==> src/rtl/add_subt_pkg.sv <==
// Shared constants and helpers for the FPU significand add/subtract path.
package add_subt_pkg;

  localparam logic OP_ADD = 1'b0;
  localparam logic OP_SUB = 1'b1;

  localparam int SWR_DEFAULT = 26;

  // Widest significand the negate helper supports; callers truncate to their own width.
  localparam int NEG_MAX_W = 64;

  function automatic logic [NEG_MAX_W-1:0] twos_negate(input logic [NEG_MAX_W-1:0] v);
    return ~v + NEG_MAX_W'(1);
  endfunction

endpackage

==> src/rtl/add_subt_pipe_pg_adder.sv <==
// Combinational adder producing sum, propagate vector, internal carries and carry-out.
module pg_adder #(
  parameter int SWR = 26
) (
  input  logic [SWR-1:0] a,
  input  logic [SWR-1:0] b,
  input  logic           cin,
  output logic [SWR-1:0] s,
  output logic [SWR-1:0] p,
  output logic [SWR-1:1] cn,
  output logic           co
);

  logic [SWR:0] sum;

  assign sum = {1'b0, a} + {1'b0, b} + {{SWR{1'b0}}, cin};
  assign s   = sum[SWR-1:0];
  assign co  = sum[SWR];
  assign p   = a ^ b;
  // Carry into bit i is recovered from s[i] = p[i] ^ c[i].
  assign cn  = p[SWR-1:1] ^ s[SWR-1:1];

endmodule

==> src/rtl/add_subt_pipe.sv <==
// Two-stage elastic significand adder/subtractor: stage 1 adds, stage 2 optionally
// negates a negative subtraction result back to magnitude form.
module add_subt_pipe
  import add_subt_pkg::*;
#(
  parameter int SWR      = SWR_DEFAULT,
  parameter bit NEG_CORR = 1'b1
) (
  input  logic           clk,
  input  logic           rst,
  input  logic           in_valid_i,
  output logic           in_ready_o,
  input  logic           Add_Sub_op_i,
  input  logic [SWR-1:0] Data_A_i,
  input  logic [SWR-1:0] Data_B_i,
  output logic           out_valid_o,
  input  logic           out_ready_i,
  output logic [SWR-1:0] Data_Result_o,
  output logic [SWR-1:0] P_o,
  output logic [SWR-1:1] Cn_o,
  output logic           FSM_C_o,
  output logic           Sign_flip_o,
  output logic           Zero_o
);

  // Handshake: a beat moves across an interface on a rising edge where valid and
  // ready are both high; valid never depends on ready, and a stalled stage holds
  // its data stable until that handshake completes.

  logic [SWR-1:0] b_inv;
  logic [SWR-1:0] add_s;
  logic [SWR-1:0] add_p;
  logic [SWR-1:1] add_cn;
  logic           add_co;

  logic           v1;
  logic [SWR-1:0] s1_sum;
  logic [SWR-1:0] s1_p;
  logic [SWR-1:1] s1_cn;
  logic           s1_ovf;
  logic           s1_neg;

  logic           v2;
  logic [SWR-1:0] s2_res;
  logic [SWR-1:0] s2_p;
  logic [SWR-1:1] s2_cn;
  logic           s2_ovf;
  logic           s2_neg;
  logic           s2_zero;

  logic           adv1;
  logic           adv2;

  logic [NEG_MAX_W-1:SWR] neg_hi_unused;
  logic [SWR-1:0]         neg_lo;
  logic [SWR-1:0]         corr;

  assign b_inv = Data_B_i ^ {SWR{Add_Sub_op_i == OP_SUB}};

  pg_adder #(.SWR(SWR)) u_pg_adder (
    .a   (Data_A_i),
    .b   (b_inv),
    .cin (Add_Sub_op_i),
    .s   (add_s),
    .p   (add_p),
    .cn  (add_cn),
    .co  (add_co)
  );

  assign adv2       = v1 & (~v2 | out_ready_i);
  assign adv1       = in_valid_i & (~v1 | adv2);
  assign in_ready_o = ~v1 | ~v2 | out_ready_i;

  // Only the low SWR bits of the widened negate are meaningful (mod 2^SWR).
  assign {neg_hi_unused, neg_lo} = twos_negate(NEG_MAX_W'(s1_sum));
  assign corr = (s1_neg && NEG_CORR) ? neg_lo : s1_sum;

  always_ff @(posedge clk or posedge rst) begin
    if (rst) begin
      v1      <= 1'b0;
      s1_sum  <= '0;
      s1_p    <= '0;
      s1_cn   <= '0;
      s1_ovf  <= 1'b0;
      s1_neg  <= 1'b0;
      v2      <= 1'b0;
      s2_res  <= '0;
      s2_p    <= '0;
      s2_cn   <= '0;
      s2_ovf  <= 1'b0;
      s2_neg  <= 1'b0;
      s2_zero <= 1'b0;
    end else begin
      v1 <= adv1 | (v1 & ~adv2);
      v2 <= adv2 | (v2 & ~out_ready_i);
      if (adv1) begin
        s1_sum <= add_s;
        s1_p   <= add_p;
        s1_cn  <= add_cn;
        s1_ovf <= add_co & ~Add_Sub_op_i;
        s1_neg <= Add_Sub_op_i & ~add_co;
      end
      if (adv2) begin
        s2_res  <= corr;
        s2_p    <= s1_p;
        s2_cn   <= s1_cn;
        s2_ovf  <= s1_ovf;
        s2_neg  <= s1_neg;
        s2_zero <= (corr == '0) && !s1_ovf;
      end
    end
  end

  assign out_valid_o   = v2;
  assign Data_Result_o = s2_res;
  assign P_o           = s2_p;
  assign Cn_o          = s2_cn;
  assign FSM_C_o       = s2_ovf;
  assign Sign_flip_o   = s2_neg;
  assign Zero_o        = s2_zero;

endmodule
==> config.mk <==
export PLATFORM = sky130hd
export DESIGN_NAME = add_subt_pipe
export DESIGN_NICKNAME = d
export VERILOG_FILES = /design/src/rtl/add_subt_pkg.sv /design/src/rtl/add_subt_pipe_pg_adder.sv /design/src/rtl/add_subt_pipe.sv
export SDC_FILE = /design/constraint.sdc
export NUM_CORES = 1
export LEC_CHECK = 0
export ABC_CLOCK_PERIOD_IN_PS = 7100
export BUFFER_PORTS_ARGS = -buffer_cell sky130_fd_sc_hd__buf_2
export CAP_MARGIN = 20
export CELL_PAD_IN_SITES_DETAIL_PLACEMENT = 0
export CELL_PAD_IN_SITES_GLOBAL_PLACEMENT = 1
export CORE_AREA = 2 2 158 160
export DETAILED_ROUTE_END_ITERATION = 6
export DIE_AREA = 0 0 160 162
export PLACE_DENSITY_LB_ADDON = 0.15
export SLEW_MARGIN = 20
export SYNTH_ARGS = -nofsm -noshare
export SYNTH_HDL_FRONTEND = slang
export SYNTH_SLANG_ARGS = --single-unit
==> constraint.sdc <==
create_clock -name clk -period 7.1 [get_ports clk]
set_clock_uncertainty 0.2 [all_clocks]
set_input_delay 1.065 -clock clk [delete_from_list [all_inputs] [get_ports clk]]
set_output_delay 1.065 -clock clk [all_outputs]
set_load 0.03 [all_outputs]
==> run metrics <==
total number of vias=around 6.2k; row cnt=57; RSZ-0062 raised after global routing=no; Hold EP=Data_Result_o[5]; Fin Setup TNS=0 ns; Synth Cell Area=approximately 0.0084 mm²; hold_sp=Data_Result_o[5]; clock transition at the registers of the reported paths=0.06 ns; DR vias/cell=4.76; Slew Limit Headroom=41.0%; # port buffers=138; CP delay by family, top=compound AO/OA/AOI/OAI gates; PwrDens=369 mW/mm²; CP startpoint kind=input port; Finished Layout Cells=1310; layout cells sized above 1=25.1%; Starting Density=34.9%; H-tree levels=4; min cycle time layout=4.32 ns; Sink Count=161; ys async rst share=100%; most frequent cell after synthesis=nand2_1; status=finished, final reports clean; Register Area=0.00403 mm²; Crit path required time=around 7.2 ns; clk_lat worst skew=0.42 ns; gpl congestion=approximately 0.83; Total GRT Usage=17.2%; hold buffer count at cts=0; TritonRoute pass-1 iters=4; Sequential Power Share=37.4%; Slew Limit Fails=0; Final Hold Vio Count=0; FMAX=231 MHz; EDFF count, synth=0; internal power=between 0.002 and 0.0025 W; CTS Buf Count=17; # DRC=0; first-pass GRT wire length=34900 µm; Syn. warnings=0; Seq/Total Area, Yosys=47.9%; post-synth top area cell=dfrtp_1; FF-to-FF End=Zero_o; global route overflow=0; number of synthesized register bits=161; Tightest Hold Check Type=flip-flop to flip-flop; post-CTS sizing=0; synthesized area per cell=9.80 µm²; endpoint class of the critical path=flip-flop; worst vdd ir=0.147 mV; Post CTS Setup Buffer Count=0; Iter 0 DRT Violations=341; Comb pwr share=33.7%; biggest cell delay along the critical path=0.66 ns; Die W=between 150 and 200 µm; WP data arrival=about 4.4 ns; drt total wl=21600 µm; setup slack after layout=2.78 ns; largest net degree at the start of global routing=86; hpwl dp=15500 µm; WHS Path Cells=2; crit path kind=input port to flip-flop; # diodes=0; worst r2r src=s1_sum[0]; Clock Tree Buf Depth=2; Buffers & Inverters on Critical Path=1; initial antenna violation count=0; syn_nets=950; worst reg2reg setup slack=roughly 3.5 ns; Clk pwr share=28.9%; Static Leakage=between 4 and 5 nW; Most used DFF post-synth=dfrtp_1; worst-path cell chain=buf_2 -> xor2_1 -> fa_1 -> and3_1 -> o211ai_1 -> a21oi_1 -> o211ai_1 -> a211oi_1 -> o41ai_1 -> xor2_1 -> o21ai_0; switching part of the total=37.7%; worst-case reg-to-reg path depth=8; final net count=1065; DRT antenna net count=0; CTS tree=yes; switching power total=0.00140 W; Setup-failing EPs final=0; CTS root buf=clkbuf_16; die height=162 µm; Place WS=about 2.3 ns; Tcrit/Tclk final=between 60% and 70%; Filler cells=around 2.5k; die area=0.0259 mm²; vias in the first global route=6328; core area=0.0241 mm²; Crit-path slowest cell=buf_2; Synth area leaders=dfrtp_1 (48%), nand2_1 (8.6%), mux2_2 (7.8%); CP max FO=29; area grow syn2layout=19.8%; dpl cells=approximately 1.3k; drt wl/cell=~16 µm; Synth top cells by count=nand2_1 (193), dfrtp_1 (161), o21ai_0 (86); multi-input logic area=0.00417 mm²; Synth cell types=53; Mapped Cells=858; total power=around 0.0037 W; share of the synthesized area in the top cell type=between 40% and 50%; Slew @ Worst Pin=between 0.8 and 0.9 ns; IO Pins=139; max-cap viol count=0
-- through the flow --
step / cell area [µm²] / hold WS (ns) / util (%)
floorplan: 8410 / 0.242 / -
global placement: 9380 / 0.258 / 38.9
detailed placement: 9380 / 0.259 / 38.9
CTS: 10100 / 0.280 / 41.8
global route: 10100 / 0.298 / 41.8
finish: 10100 / 0.272 / 41.8
-- flip-flops by register name (all words and copies together), names as in the netlist --
name / count
Cn_o: 25
Zero_o: 1
FSM_C_o: 1
s1_p: 26
v1: 1
s1_cn: 25
Sign_flip_o: 1
s1_ovf: 1
Data_Result_o: 26
s1_sum: 26
out_valid_o: 1
P_o: 26
s1_neg: 1
-- layout by cell type (no fill, tap or decap), types with 6 or more instances in the layout --
| cell type | count |
|---|---|
| ha_1 | 34 |
| bufinv_16 | 6 |
| o21a_1 | 6 |
| o21ai_0 | 86 |
| o31ai_1 | 7 |
| or2_2 | 6 |
| inv_6 | 6 |
| buf_2 | 138 |
| or4_1 | 6 |
| nand2b_1 | 8 |
| mux2_2 | 58 |
| xor2_1 | 56 |
| clkbuf_16 | 17 |
| nor3_1 | 11 |
| nand2_1 | 191 |
| nand3_1 | 6 |
| a21oi_1 | 23 |
| a21o_1 | 15 |
| xnor2_1 | 25 |
| inv_1 | 12 |
| a31oi_1 | 8 |
| dfrtp_1 | 161 |
| nor2_1 | 27 |
-- worst max path at each step --
stage	from	to	slack [ns]	cells after the start
2_1_floorplan	rst	Cn_o[10]	1.49	1
3_3_place_gp	Add_Sub_op_i	s1_sum[24]	2.38	11
3_5_place_dp	Add_Sub_op_i	s1_sum[24]	2.34	11
4_1_cts	Add_Sub_op_i	s1_sum[24]	2.77	11
5_1_grt	Add_Sub_op_i	s1_sum[24]	2.52	11
6_report	Add_Sub_op_i	s1_sum[24]	2.78	11
-- worst register-to-register path, stage by stage (launching register included) --
cell	delay, ns
dfrtp_1	0.43
or4_1	0.55
or4_1	0.64
or4_1	0.71
o41ai_4	0.36
xor2_1	0.21
nand3_1	0.11
nor4_2	0.21
a22o_1	0.15
-- metal layers --
layer  global-route usage [%]  up-vias  routed length (µm)
met5                        0        -                   0
met4                     4.42        0                 198
met3                     2.81       12                 709
li1                         -     3166                   -
met2                     27.6      105                9720
met1                     24.5     2948               10900
-- cell type report --
cell class                      instances  share of cell area (%)
Clock buffer                           18                    4.36
Inverter                               13                   0.534
Timing Repair Buffer                  143                    7.27
Multi-Input combinational cell        637                    41.4
Clock inverter                         14                    2.46
Tap cell                              324                    4.02
Sequential cell                       161                    40.0
-- power by group through the flow --
stage                     logic [W]  registers, W  clock network, W
after global routing        0.00139       0.00144           0.00114
after CTS                   0.00128       0.00139           0.00111
after floorplan            0.000622       0.00167                 0
after global placement      0.00126       0.00141                 0
final                       0.00125       0.00139           0.00107
after detailed placement    0.00127       0.00141                 0
-- logic make-up after synthesis --
family	Yosys count	synth area share (%)
AO/OA/AOI/OAI	176	12.9
XOR/XNOR	81	8.44
adder cells (fa/ha/maj)	35	5.30
buffers and inverters	60	2.71
flip-flops	161	47.9
multiplexers	59	7.89
AND/OR/NAND/NOR	286	14.8
(Power assumes the default switching activity.)
